**config.mk**
```make
export PLATFORM = sky130hd
export DESIGN_NAME = multicycle_controller_flat
export DESIGN_NICKNAME = d
export VERILOG_FILES = /design/src/rtl/multicycle_controller_if.sv /design/src/rtl/multicycle_controller.sv /design/src/flat_wrapper.sv
export SDC_FILE = /design/constraint.sdc
export NUM_CORES = 1
export LEC_CHECK = 0
export BUFFER_PORTS_ARGS = -buffer_cell sky130_fd_sc_hd__buf_2
export CAP_MARGIN = 40
export CORE_ASPECT_RATIO = 0.75
export CORE_MARGIN = 2
export CORE_UTILIZATION = 38
export CTS_CLUSTER_DIAMETER = 200
export DETAILED_ROUTE_END_ITERATION = 8
export PLACE_DENSITY = 0.81
export SLEW_MARGIN = 15
export SYNTH_ARGS = -nofsm -noshare
export SYNTH_HDL_FRONTEND = slang
export SYNTH_SLANG_ARGS = --single-unit
```
**constraint.sdc**
```tcl
create_clock -name clk -period 1.25 [get_ports clk]
set_input_delay 0.25 -clock clk [delete_from_list [all_inputs] [get_ports clk]]
set_output_delay 0.25 -clock clk [all_outputs]
set_load 0.005 [all_outputs]
```
**src/rtl/multicycle_controller_if.sv**
```systemverilog
// Control bundle between the multicycle RV32I controller and its datapath.
// master = controller side, slave = datapath side.
interface multicycle_controller_if;
    logic [6:0] op;
    logic [2:0] funct3;
    logic [6:0] funct7;
    logic       zero;
    logic       mem_ready;
    logic       pc_write;
    logic       adr_src;
    logic       mem_write;
    logic       ir_write;
    logic [1:0] result_src;
    logic [1:0] alu_src_a;
    logic [1:0] alu_src_b;
    logic [1:0] imm_src;
    logic       reg_write;
    logic [1:0] alu_op;
    logic       illegal_instr;

    modport master (
        input  op, funct3, funct7, zero, mem_ready,
        output pc_write, adr_src, mem_write, ir_write, result_src, alu_src_a,
               alu_src_b, imm_src, reg_write, alu_op, illegal_instr
    );

    modport slave (
        output op, funct3, funct7, zero, mem_ready,
        input  pc_write, adr_src, mem_write, ir_write, result_src, alu_src_a,
               alu_src_b, imm_src, reg_write, alu_op, illegal_instr
    );
endinterface

```
**src/rtl/multicycle_controller.sv**
```systemverilog
// Main control FSM of the multicycle RV32I core (Moore decode off the state register).
// Optional macro ILLEGAL_TRAP_EN: illegal opcodes park the FSM in TRAP until reset.
module multicycle_controller #(
    parameter int unsigned STATE_W = 4
) (
    input  logic                   clk,
    input  logic                   rst,
    multicycle_controller_if.master bus,
    output logic [STATE_W-1:0]     state
);

    typedef enum logic [3:0] {
        S_FETCH    = 4'd0,
        S_DECODE   = 4'd1,
        S_MEMADR   = 4'd2,
        S_MEMREAD  = 4'd3,
        S_MEMWB    = 4'd4,
        S_MEMWRITE = 4'd5,
        S_EXECUTER = 4'd6,
        S_ALUWB    = 4'd7,
        S_EXECUTEI = 4'd8,
        S_JAL      = 4'd9,
        S_BEQ      = 4'd10,
        S_TRAP     = 4'd11
    } state_t;

    localparam logic [6:0] OP_LW   = 7'b0000011;
    localparam logic [6:0] OP_SW   = 7'b0100011;
    localparam logic [6:0] OP_R    = 7'b0110011;
    localparam logic [6:0] OP_I    = 7'b0010011;
    localparam logic [6:0] OP_BEQ  = 7'b1100011;
    localparam logic [6:0] OP_JAL  = 7'b1101111;

    localparam logic [1:0] ALU_ADD = 2'b00;
    localparam logic [1:0] ALU_SUB = 2'b01;
    localparam logic [1:0] ALU_FN  = 2'b10;

    state_t state_q, state_d, cur;
    logic   pc_update, branch;
    logic   ir_write_d, reg_write_d, mem_write_d;

    // funct fields are consumed by the ALU decoder, not by this FSM.
    logic unused_funct;
    assign unused_funct = ^{bus.funct3, bus.funct7};

    always_ff @(posedge clk) begin
        if (rst) state_q <= S_FETCH;
        else     state_q <= state_d;
    end

    // While rst is high the outputs already show FETCH, even if the register
    // still holds a stalled state until the edge.
    assign cur   = rst ? S_FETCH : state_q;
    assign state = STATE_W'(cur);

    always_comb begin
        state_d = S_FETCH;
        unique case (state_q)
            S_FETCH:    state_d = bus.mem_ready ? S_DECODE : S_FETCH;
            S_DECODE: begin
                case (bus.op)
                    OP_LW, OP_SW: state_d = S_MEMADR;
                    OP_R:         state_d = S_EXECUTER;
                    OP_I:         state_d = S_EXECUTEI;
                    OP_BEQ:       state_d = S_BEQ;
                    OP_JAL:       state_d = S_JAL;
`ifdef ILLEGAL_TRAP_EN
                    default:      state_d = S_TRAP;
`else
                    default:      state_d = S_FETCH;
`endif
                endcase
            end
            S_MEMADR:   state_d = (bus.op == OP_LW) ? S_MEMREAD : S_MEMWRITE;
            S_MEMREAD:  state_d = bus.mem_ready ? S_MEMWB : S_MEMREAD;
            S_MEMWB:    state_d = S_FETCH;
            S_MEMWRITE: state_d = bus.mem_ready ? S_FETCH : S_MEMWRITE;
            S_EXECUTER: state_d = S_ALUWB;
            S_ALUWB:    state_d = S_FETCH;
            S_EXECUTEI: state_d = S_ALUWB;
            S_JAL:      state_d = S_ALUWB;
            S_BEQ:      state_d = S_FETCH;
`ifdef ILLEGAL_TRAP_EN
            S_TRAP:     state_d = S_TRAP;
`endif
            default:    state_d = S_FETCH;
        endcase
    end

    always_comb begin
        pc_update      = 1'b0;
        branch         = 1'b0;
        ir_write_d     = 1'b0;
        reg_write_d    = 1'b0;
        mem_write_d    = 1'b0;
        bus.adr_src    = 1'b0;
        bus.result_src = 2'b00;
        bus.alu_src_a  = 2'b00;
        bus.alu_src_b  = 2'b00;
        bus.alu_op     = ALU_ADD;
        case (cur)
            S_FETCH: begin
                bus.alu_src_b  = 2'b10;
                bus.result_src = 2'b10;
                ir_write_d     = bus.mem_ready;
                pc_update      = bus.mem_ready;
            end
            S_DECODE: begin
                bus.alu_src_a = 2'b01;
                bus.alu_src_b = 2'b01;
            end
            S_MEMADR: begin
                bus.alu_src_a = 2'b10;
                bus.alu_src_b = 2'b01;
            end
            S_MEMREAD:  bus.adr_src = 1'b1;
            S_MEMWB: begin
                bus.result_src = 2'b01;
                reg_write_d    = 1'b1;
            end
            S_MEMWRITE: begin
                bus.adr_src = 1'b1;
                mem_write_d = 1'b1;
            end
            S_EXECUTER: begin
                bus.alu_src_a = 2'b10;
                bus.alu_op    = ALU_FN;
            end
            S_ALUWB:    reg_write_d = 1'b1;
            S_EXECUTEI: begin
                bus.alu_src_a = 2'b10;
                bus.alu_src_b = 2'b01;
                bus.alu_op    = ALU_FN;
            end
            S_JAL: begin
                bus.alu_src_a = 2'b01;
                bus.alu_src_b = 2'b10;
                pc_update     = 1'b1;
            end
            S_BEQ: begin
                bus.alu_src_a = 2'b10;
                bus.alu_op    = ALU_SUB;
                branch        = 1'b1;
            end
            default: ;
        endcase
    end

    always_comb begin
        bus.imm_src = 2'b00;
        case (bus.op)
            OP_SW:   bus.imm_src = 2'b01;
            OP_BEQ:  bus.imm_src = 2'b10;
            OP_JAL:  bus.imm_src = 2'b11;
            default: bus.imm_src = 2'b00;
        endcase
    end

    assign bus.pc_write  = ~rst & (pc_update | (branch & bus.zero));
    assign bus.ir_write  = ~rst & ir_write_d;
    assign bus.reg_write = ~rst & reg_write_d;
    assign bus.mem_write = ~rst & mem_write_d;

`ifdef ILLEGAL_TRAP_EN
    assign bus.illegal_instr = ~rst & (cur == S_TRAP);
`else
    assign bus.illegal_instr = 1'b0;
`endif

endmodule

```
**src/flat_wrapper.sv**
```systemverilog
// flat-port wrapper written by rule: the top's interface ports become plain ports
module multicycle_controller_flat 
#(
    parameter int unsigned STATE_W = 4
)
  (clk, rst, state, bus_op, bus_funct3, bus_funct7, bus_zero, bus_mem_ready, bus_pc_write, bus_adr_src, bus_mem_write, bus_ir_write, bus_result_src, bus_alu_src_a, bus_alu_src_b, bus_imm_src, bus_reg_write, bus_alu_op, bus_illegal_instr);
  multicycle_controller_if bus_i ();
  input  logic clk;
  input  logic rst;
  output logic [STATE_W-1:0] state;
  input wire logic [$bits(bus_i.op)-1:0] bus_op;
  input wire logic [$bits(bus_i.funct3)-1:0] bus_funct3;
  input wire logic [$bits(bus_i.funct7)-1:0] bus_funct7;
  input wire logic [$bits(bus_i.zero)-1:0] bus_zero;
  input wire logic [$bits(bus_i.mem_ready)-1:0] bus_mem_ready;
  output wire logic [$bits(bus_i.pc_write)-1:0] bus_pc_write;
  output wire logic [$bits(bus_i.adr_src)-1:0] bus_adr_src;
  output wire logic [$bits(bus_i.mem_write)-1:0] bus_mem_write;
  output wire logic [$bits(bus_i.ir_write)-1:0] bus_ir_write;
  output wire logic [$bits(bus_i.result_src)-1:0] bus_result_src;
  output wire logic [$bits(bus_i.alu_src_a)-1:0] bus_alu_src_a;
  output wire logic [$bits(bus_i.alu_src_b)-1:0] bus_alu_src_b;
  output wire logic [$bits(bus_i.imm_src)-1:0] bus_imm_src;
  output wire logic [$bits(bus_i.reg_write)-1:0] bus_reg_write;
  output wire logic [$bits(bus_i.alu_op)-1:0] bus_alu_op;
  output wire logic [$bits(bus_i.illegal_instr)-1:0] bus_illegal_instr;
  assign bus_i.op = bus_op;
  assign bus_i.funct3 = bus_funct3;
  assign bus_i.funct7 = bus_funct7;
  assign bus_i.zero = bus_zero;
  assign bus_i.mem_ready = bus_mem_ready;
  assign bus_pc_write = bus_i.pc_write;
  assign bus_adr_src = bus_i.adr_src;
  assign bus_mem_write = bus_i.mem_write;
  assign bus_ir_write = bus_i.ir_write;
  assign bus_result_src = bus_i.result_src;
  assign bus_alu_src_a = bus_i.alu_src_a;
  assign bus_alu_src_b = bus_i.alu_src_b;
  assign bus_imm_src = bus_i.imm_src;
  assign bus_reg_write = bus_i.reg_write;
  assign bus_alu_op = bus_i.alu_op;
  assign bus_illegal_instr = bus_i.illegal_instr;
  multicycle_controller #(.STATE_W(STATE_W)) u_core (.clk(clk), .rst(rst), .bus(bus_i), .state(state));
endmodule
```
==> flow_metrics.tcl <==
set metrics [dict create \
    critical_path.reg2reg.endpoint "u_core.state_q[1]$_SDFF_PP0_" \
    routedWlPerCell_um 19.72 \
    grt_pass1_vias 827 \
    setup_violations 20 \
    ant_nets 0 \
    post-route-period-util 1.288 \
    cts.sinks 4 \
    maxSlewViolCount 0 \
    io_buffers 29 \
    path_buf_inv 1 \
    gp_congestion 0.8746 \
    hold_class "primary input to flop" \
    cp_cell_sequence "nor2b_4 -> nor3b_4 -> a22oi_2 -> nor2_1 -> buf_2" \
    regArea_um2 95.09 \
    final_cells 186 \
    grt_max_degree 13 \
    clk_latency_ns 0.25 \
    cts.path.max_buffers 2 \
    final_common_cell "buf_4" \
    ys_warn_count 0 \
    dpl.cell_count 164 \
    ys_types 42 \
    cts_buffers 3 \
    drt-pass1-iter-count 4 \
    max_freq_ghz 0.6211 \
    avgSynthCellArea_um2 6.986 \
    drive_gt1_frac 0.6951 \
    die_area_um2 2120 \
    hp-start "bus_op[0]" \
    worstHoldPathCells 3 \
    grt_first_pass_wirelength_mm 3.477 \
    synth_cells 96 \
    cap_violations 0 \
    synth_edf_count 0 \
    drtIter0Drc 64 \
    arrival_ns 1.36 \
    setup_ws_ns -0.3601 \
    status "finished with violations" \
    htreeDepth 1 \
    overflow 0 \
    violations "negative setup slack" \
    rsz0062_at_grt "yes" \
    required_ns 1.00 \
    track_usage 0.2273 \
    period_minus_slack_ns 1.610 \
    finalHoldViolCount 0 \
    whs_endpoint "u_core.state_q[3]$_SDFF_PP0_" \
    drcViolationCount 0 \
    ys_ff_latch 4 \
    clk_pin_slew_worst_paths_ns 0.04 \
    place_hpwl_mm 1.601 \
    largest_reg_flops 4 \
    num_vias 1124 \
    reg2reg_from "u_core.state_q[1]$_SDFF_PP0_" \
    fillers 79 \
    nNetsFinal 187 \
    cp_slowest_stage_delay_ns 0.39 \
    r2r_cells 6 \
    worst-r2r-setup-slack_ns -0.23 \
    synth_area_um2 670.6 \
    regMostFlops "u_core.state_q" \
    rows 13 \
    holdBufCountCts 0 \
    worstSetupPathType "flop to output port" \
    synth_ff_type "dfxtp_1" \
    ir_worst_vdd_mv 0.4456 \
    cp_top_family "simple AND/OR/NAND/NOR gates" \
    syn_to_final_growth_pct 110.6 \
    core_area_um2 1692 \
    antenna_found_initial 0 \
    via_per_inst 6.043 \
    start_util 0.3964 \
    finalInstanceArea_um2 1413 \
    clockRootBuffer "clkbuf_4" \
    seq_area_frac_synth 0.1194 \
    ys_async_sr_fraction 0 \
    antenna_cells 0 \
    leakagePower_nw 0.6271 \
    cts_tree "built" \
    synth_nets 117 \
    die-height_um 40.38 \
    fin_skew_ns 0.005542 \
    reg_top3 "u_core.state_q (4)" \
    cp_max_fo 6 \
    die_x_um 52.51 \
    p_per_area_nw_per_um2 375.4 \
    final_cell_mix "31 x buf_4, 27 x buf_2, 15 x buf_6" \
    drt_wl_total_mm 3.667 \
    cp-start-kind "flop" \
    pin_count 41 \
    cpMaxStageDelayCell "dfxtp_4" \
    end_kind "output port" \
    place_area_um2 985.9 \
    multi_input_comb_area_um2 723.2 \
]
-- worst min-delay path, delay by kind of cell --
kind,cells,cell delay [ns]
buf+inv,1,0.10
simple gates,2,0.17
-- synthesized netlist by cell type, types with 3 or more instances --
| cell | number | share of area |
|---|---|---|
| a21oi_1 | 11 | 0.082 |
| nor2_1 | 9 | 0.050 |
| nand2b_1 | 8 | 0.075 |
| nor3_1 | 6 | 0.045 |
| buf_2 | 4 | 0.030 |
| dfxtp_1 | 4 | 0.12 |
| nand2_1 | 4 | 0.022 |
| nor2b_1 | 4 | 0.037 |
| a22oi_1 | 3 | 0.034 |
| buf_4 | 3 | 0.034 |
-- report_power, final --
part / switching (mW) / internal [mW]
Sequential: 0.00544 / 0.124
Clock: 0.0650 / 0.108
Combinational: 0.113 / 0.115
Total: 0.183 / 0.347
-- worst max path at each step --
| stage | from | to | cells after the start |
|---|---|---|---|
| after floorplan | u_core.state_q[2]$_SDFF_PP0_ | bus_alu_src_a[1] | 3 |
| after global placement | u_core.state_q[3]$_SDFF_PP0_ | bus_pc_write | 5 |
| after detailed placement | u_core.state_q[0]$_SDFF_PP0_ | bus_ir_write | 4 |
| after CTS | u_core.state_q[1]$_SDFF_PP0_ | bus_alu_src_b[0] | 5 |
| after global routing | u_core.state_q[3]$_SDFF_PP0_ | bus_alu_src_b[0] | 6 |
| final | u_core.state_q[3]$_SDFF_PP0_ | bus_pc_write | 5 |
-- layout make-up --
type                       instances  share of cell area
tap                               22             0.01949
sequential                         4             0.06732
multi-input combinational         82              0.5120
inverter                           2            0.005314
timing repair buffer              73              0.3800
clock buffer                       3             0.01594
-- layer usage --
layer	share of wire	vias up	global-route usage
met3	0.11	16	0.05597
li1	-	492	-
met2	0.46	88	0.4313
met4	0.035	0	0.03846
met5	0	-	0
met1	0.40	528	0.2667
-- cells by family after synthesis --
family,synth area share
xor gates and xnor gates,0.01306
muxes,0.01679
other,0.005592
AOI/OAI and AO/OA,0.2612
DFF,0.1194
and+or+nand+nor,0.5037
buffers and inverters,0.08022
-- repair_timing --
item                                    in CTS  in global routing
setup buffers                               10                 11
pin swaps                                    4                 17
gates resized for setup                     22                 39
endpoints found under the setup margin      22                 20
-- per-stage QoR --
step / TNS [ns] / setup slack [ns] / power [mW] / util / hold slack [ns]
2_1_floorplan: 0 / 0.00005496 / 0.2090 / - / 0.4196
6_report: -4.729 / -0.3601 / 0.5302 / 0.8351 / 0.3224
3_5_place_dp: -1.220 / -0.1437 / 0.2827 / 0.5828 / 0.5715
4_1_cts: -3.301 / -0.2781 / 0.4689 / 0.6916 / 0.3229
3_3_place_gp: -0.6735 / -0.1017 / 0.2768 / 0.5828 / 0.5503
5_1_grt: -5.574 / -0.4449 / 0.5519 / 0.8351 / 0.3339
(Power assumes the default switching activity.)
